$ cat src/rtl/serial_subtractor.sv
// Bit-serial subtractor: d = a - b - bin, one bit per cycle, LSB first.
// Optional signed overflow flag enabled by SERIAL_SUB_OVF_EN.
module serial_subtractor #(
  parameter int W = 4
) (
  input  logic         clk,
  input  logic         rst_n,
  input  logic         start,
  input  logic [W-1:0] a,
  input  logic [W-1:0] b,
  input  logic         bin,
  output logic         busy,
  output logic         done,
  output logic [W-1:0] d,
  output logic         bout,
  output logic         zero,
  output logic         ovf
);

  localparam int CW = $clog2(W);
  localparam logic [CW-1:0] LAST = CW'(W - 1);

  typedef enum logic [1:0] {
    IDLE,
    RUN,
    DONE
  } state_t;

  state_t state;
  state_t state_nx;

  logic [W-1:0]  a_sr;
  logic [W-1:0]  b_sr;
  logic [W-1:0]  r_sr;
  logic [W-1:0]  res;
  logic [CW-1:0] cnt;
  logic          br;
  logic          br_nx;
  logic          x;
  logic          y;
  logic          dbit;
  logic          accept;
  logic          last;
  logic          fin;

  assign accept = start && (state != RUN);
  assign last   = (cnt == LAST);
  assign fin    = (state == RUN) && last;

  assign x     = a_sr[0];
  assign y     = b_sr[0];
  assign dbit  = x ^ y ^ br;
  assign br_nx = (~x & y) | (~(x ^ y) & br);
  assign res   = {dbit, r_sr[W-1:1]};

  assign busy = (state == RUN);
  assign done = (state == DONE);

  always_ff @(posedge clk or negedge rst_n) begin
    if (!rst_n) begin
      state <= IDLE;
    end else begin
      state <= state_nx;
    end
  end

  always_comb begin
    state_nx = state;
    unique case (state)
      IDLE: begin
        if (start) state_nx = RUN;
      end
      RUN: begin
        if (last) state_nx = DONE;
      end
      DONE: begin
        state_nx = start ? RUN : IDLE;
      end
      default: state_nx = IDLE;
    endcase
  end

  always_ff @(posedge clk or negedge rst_n) begin
    if (!rst_n) begin
      a_sr <= '0;
      b_sr <= '0;
      r_sr <= '0;
      cnt  <= '0;
      br   <= 1'b0;
      d    <= '0;
      bout <= 1'b0;
      zero <= 1'b0;
    end else if (accept) begin
      a_sr <= a;
      b_sr <= b;
      r_sr <= '0;
      cnt  <= '0;
      br   <= bin;
    end else if (state == RUN) begin
      a_sr <= {1'b0, a_sr[W-1:1]};
      b_sr <= {1'b0, b_sr[W-1:1]};
      r_sr <= res;
      br   <= br_nx;
      cnt  <= cnt + CW'(1);
      // Visible outputs move only on the completing edge
      if (last) begin
        d    <= res;
        bout <= br_nx;
        zero <= (res == '0);
      end
    end
  end

`ifdef SERIAL_SUB_OVF_EN
  logic am;
  logic bm;

  always_ff @(posedge clk or negedge rst_n) begin
    if (!rst_n) begin
      am  <= 1'b0;
      bm  <= 1'b0;
      ovf <= 1'b0;
    end else if (accept) begin
      am <= a[W-1];
      bm <= b[W-1];
    end else if (fin) begin
      ovf <= (am ^ bm) & (res[W-1] ^ am);
    end
  end
`else
  assign ovf = 1'b0;
`endif

endmodule

$ cat config.mk
export PLATFORM = sky130hd
export DESIGN_NAME = serial_subtractor
export DESIGN_NICKNAME = d
export VERILOG_FILES = /design/src/rtl/serial_subtractor.sv
export SDC_FILE = /design/constraint.sdc
export NUM_CORES = 1
export LEC_CHECK = 0
export ABC_AREA = 1
export ABC_CLOCK_PERIOD_IN_PS = 1200
export CELL_PAD_IN_SITES_DETAIL_PLACEMENT = 0
export CELL_PAD_IN_SITES_GLOBAL_PLACEMENT = 2
export CORE_AREA = 4 4 65 72
export DETAILED_ROUTE_END_ITERATION = 12
export DIE_AREA = 0 0 69 76
export PLACE_DENSITY = 0.75
export REMOVE_ABC_BUFFERS = 1
export SLEW_MARGIN = 15
export SYNTH_ARGS = -nofsm -noshare
export SYNTH_HDL_FRONTEND = slang
export SYNTH_SLANG_ARGS = --single-unit
$ cat constraint.sdc
create_clock -name clk -period 1.2 [get_ports clk]
set_input_delay 0.12 -clock clk [delete_from_list [all_inputs] [get_ports clk]]
set_output_delay 0.12 -clock clk [all_outputs]
set_load 0.05 [all_outputs]
==> results.yml <==
detailed_routing:
  drc: 0
  wl_per_cell_um: 10.81
  vias_per_cell: 4.280
  ant_nets: 0
  drt-pass1-iter-count: 4
  drt_wl_total_um: 2044
  via_count: 809
  drt_iter0_drc: 40
power_and_ir_drop:
  switching_share: 0.4128
  power_density_nw_per_um2: 2811
  p_leak_nw: 0.6980
  switchingPower_w: 0.001718
  seqPwrFrac: 0.312
  vdd_drop_max_mv: 1.474
  p_int_w: 0.002443
  pwr-share-comb: 0.560
  clockPowerShare: 0.127
sta:
  finClkSkew_ns: 0.003316
  setup_violations: 3
  rsz0062_at_grt: "yes"
  tns_ns: -0.1221
  setup_ws_ns: -0.05753
  hold_violations: 0
  min_period_ns: 1.258
  clock.fmax_ghz: 0.7952
  timing.final.crit_share: 1.048
  slew_viol_final: 0
cts:
  insertion_delay_ns: 0.26
  htree_num_levels: 1
  cts_sinks: 22
  cts_buffers: 3
  cts_root_buf: "clkbuf_8"
  path_clk_slew_ns: 0.08
  cts_tree: "built"
  clk_path_buf_depth: 2
synth:
  ys_top_cells_by_count: "26 x nand3_1, 24 x nand2_1, 22 x dfrtp_1"
  synthArstFlopShare: 1.000
  yosysTopAreaCell: "dfrtp_1"
  yosysMostFrequentCell: "nand3_1"
  postSynthCellCount: 109
  syn-cell-area_um2: 1036
  synthTopCellsByArea: "dfrtp_1 53%, nand3_1 13%, nand2_1 8.7%"
  synth-main-ff-cell: "dfrtp_1"
  ys_ff_latch: 22
  synth_edf_count: 0
  netlist.area_leader.share: 0.5314
  synth_cell_types: 19
  ys_seq_area_frac: 0.5314
  ys_warn_count: 0
  syn_area_per_cell_um2: 9.505
cells_and_area:
  fin_cells: 189
  drive_gt1_frac: 0.2920
  final_net_count: 152
  post-route-util: 0.3734
  design_area_um2: 1480
  area_growth_pct: 42.87
  insertedDiodeCount: 0
setup_path:
  path_class: "reg2reg"
  cp_data_arrival_time_ns: 1.45
  crit_required_ns: 1.39
  endpoint_kind: "flip-flop"
  start_kind: "flip-flop"
  crit_fanout: 3
  r2r_cells: 5
grt:
  antenna_found_initial: 0
  grt_util_all_layers: 0.08471
  grt_overflow: 0
  grt_pass1_wl_um: 3739
  grt_pass1_vias: 846
  grt_start_max_net_pins: 24
floorplanning:
  die_w_um: 69
  die_h_um: 76
  initial_core_util: 0.2614
  die_area_um2: 5244
  io_pins: 21
  coreArea_um2: 3964
  rows: 24
hold_path:
  hp-class: "in2async"
flow_run:
  drv_cap: 0
place:
  pre_cts_ws_ns: -0.07706
  dp.cells: 182
  place.gp.congestion: 0.7151
  io_buffer_count: 19
  hpwl_um: 1454
  placed_area_um2: 1383
run_status:
  status: "finished, violations left"
  violations: "negative setup slack"
-- cells in the final DEF (no fill, tap or decap) --
cell,instances
nand3_2,1
clkbuf_8,4
dfrtp_1,22
inv_1,5
nand3_1,26
fa_1,1
nor2_1,2
ha_1,1
clkdlybuf4s50_1,11
o21ai_2,6
buf_12,9
nand2_1,24
nor2_4,2
inv_2,5
nand3_4,1
conb_1,1
nand2_4,1
buf_4,11
o22ai_1,1
o21ai_1,3
-- layer usage --
metal,track usage,share of wire,vias to the layer above
met1,0.1050,0.48,377
met5,0,0,-
met3,0.02639,0.051,2
met4,0.02344,0.0083,0
met2,0.1412,0.46,24
li1,-,-,406
-- per-stage QoR --
step                      hold WS (ns)  total power (W)
after floorplan                -0.1756         0.002486
after global placement          0.4754         0.003489
after detailed placement        0.4843         0.003537
after CTS                       0.2140         0.004185
after global routing            0.2387         0.004462
final                           0.2047         0.004161
-- flip-flops by register name, summed over array words and instances (netlist names) --
name / flops
cnt: 2
zero: 1
br: 1
r_sr: 3
a_sr: 4
b_sr: 4
state: 2
d: 4
bout: 1
-- layout make-up --
class | count | area, um^2
fillers | 426 | 2484
flip-flops and latches | 22 | 550.5
multi-input cells | 70 | 399.1
repair buffers | 31 | 372.9
well taps | 52 | 65.06
clock buffers | 4 | 55.05
inverters | 10 | 37.54
-- logic make-up after synthesis --
logic type      after synthesis  share of synthesized area
simple gates                 57                     0.2597
flops                        22                     0.5314
buf+inv                      17                     0.1027
compound gates               10                    0.07126
fa+ha+maj                     2                    0.03140
other cells                   1                   0.003620
-- power by group through the flow --
stage | clock network, W | logic [W] | registers (W)
2_1_floorplan | 0 | 0.000928 | 0.00156
3_5_place_dp | 0 | 0.00223 | 0.00131
3_3_place_gp | 0 | 0.00219 | 0.00130
4_1_cts | 0.000554 | 0.00234 | 0.00129
6_report | 0.000530 | 0.00233 | 0.00130
5_1_grt | 0.000577 | 0.00254 | 0.00134
-- path summary, 6_finish.rpt --
check                               startpoint                   to  slack, ns
max                        b_sr[0]$_DFFE_PN0P_     zero$_DFFE_PN0P_      -0.06
min                                      rst_n     d[3]$_DFFE_PN0P_       0.20
max reg2reg                b_sr[0]$_DFFE_PN0P_     zero$_DFFE_PN0P_      -0.06
min reg2reg                a_sr[1]$_DFFE_PN0P_  a_sr[0]$_DFFE_PN0P_       0.50
max in group asynchronous                rst_n  a_sr[3]$_DFFE_PN0P_       0.77
min in group clk                          b[3]  b_sr[3]$_DFFE_PN0P_       0.41
-- worst max-delay path, cell delays in order (launching register included) --
cell     delay, ns
dfrtp_1       0.37
inv_2         0.05
fa_1          0.51
nor2_1        0.11
nand2_1       0.05
o21ai_1       0.10
-- what timing repair did --
item,CTS,global route
hold buffers,0,0
gates resized for setup,5,2
buffers inserted,2,1
pin swaps,2,4
endpoints found under the setup margin,3,12
endpoints found under the hold margin,0,0
Note: power is estimated with default switching activity, not from simulation.
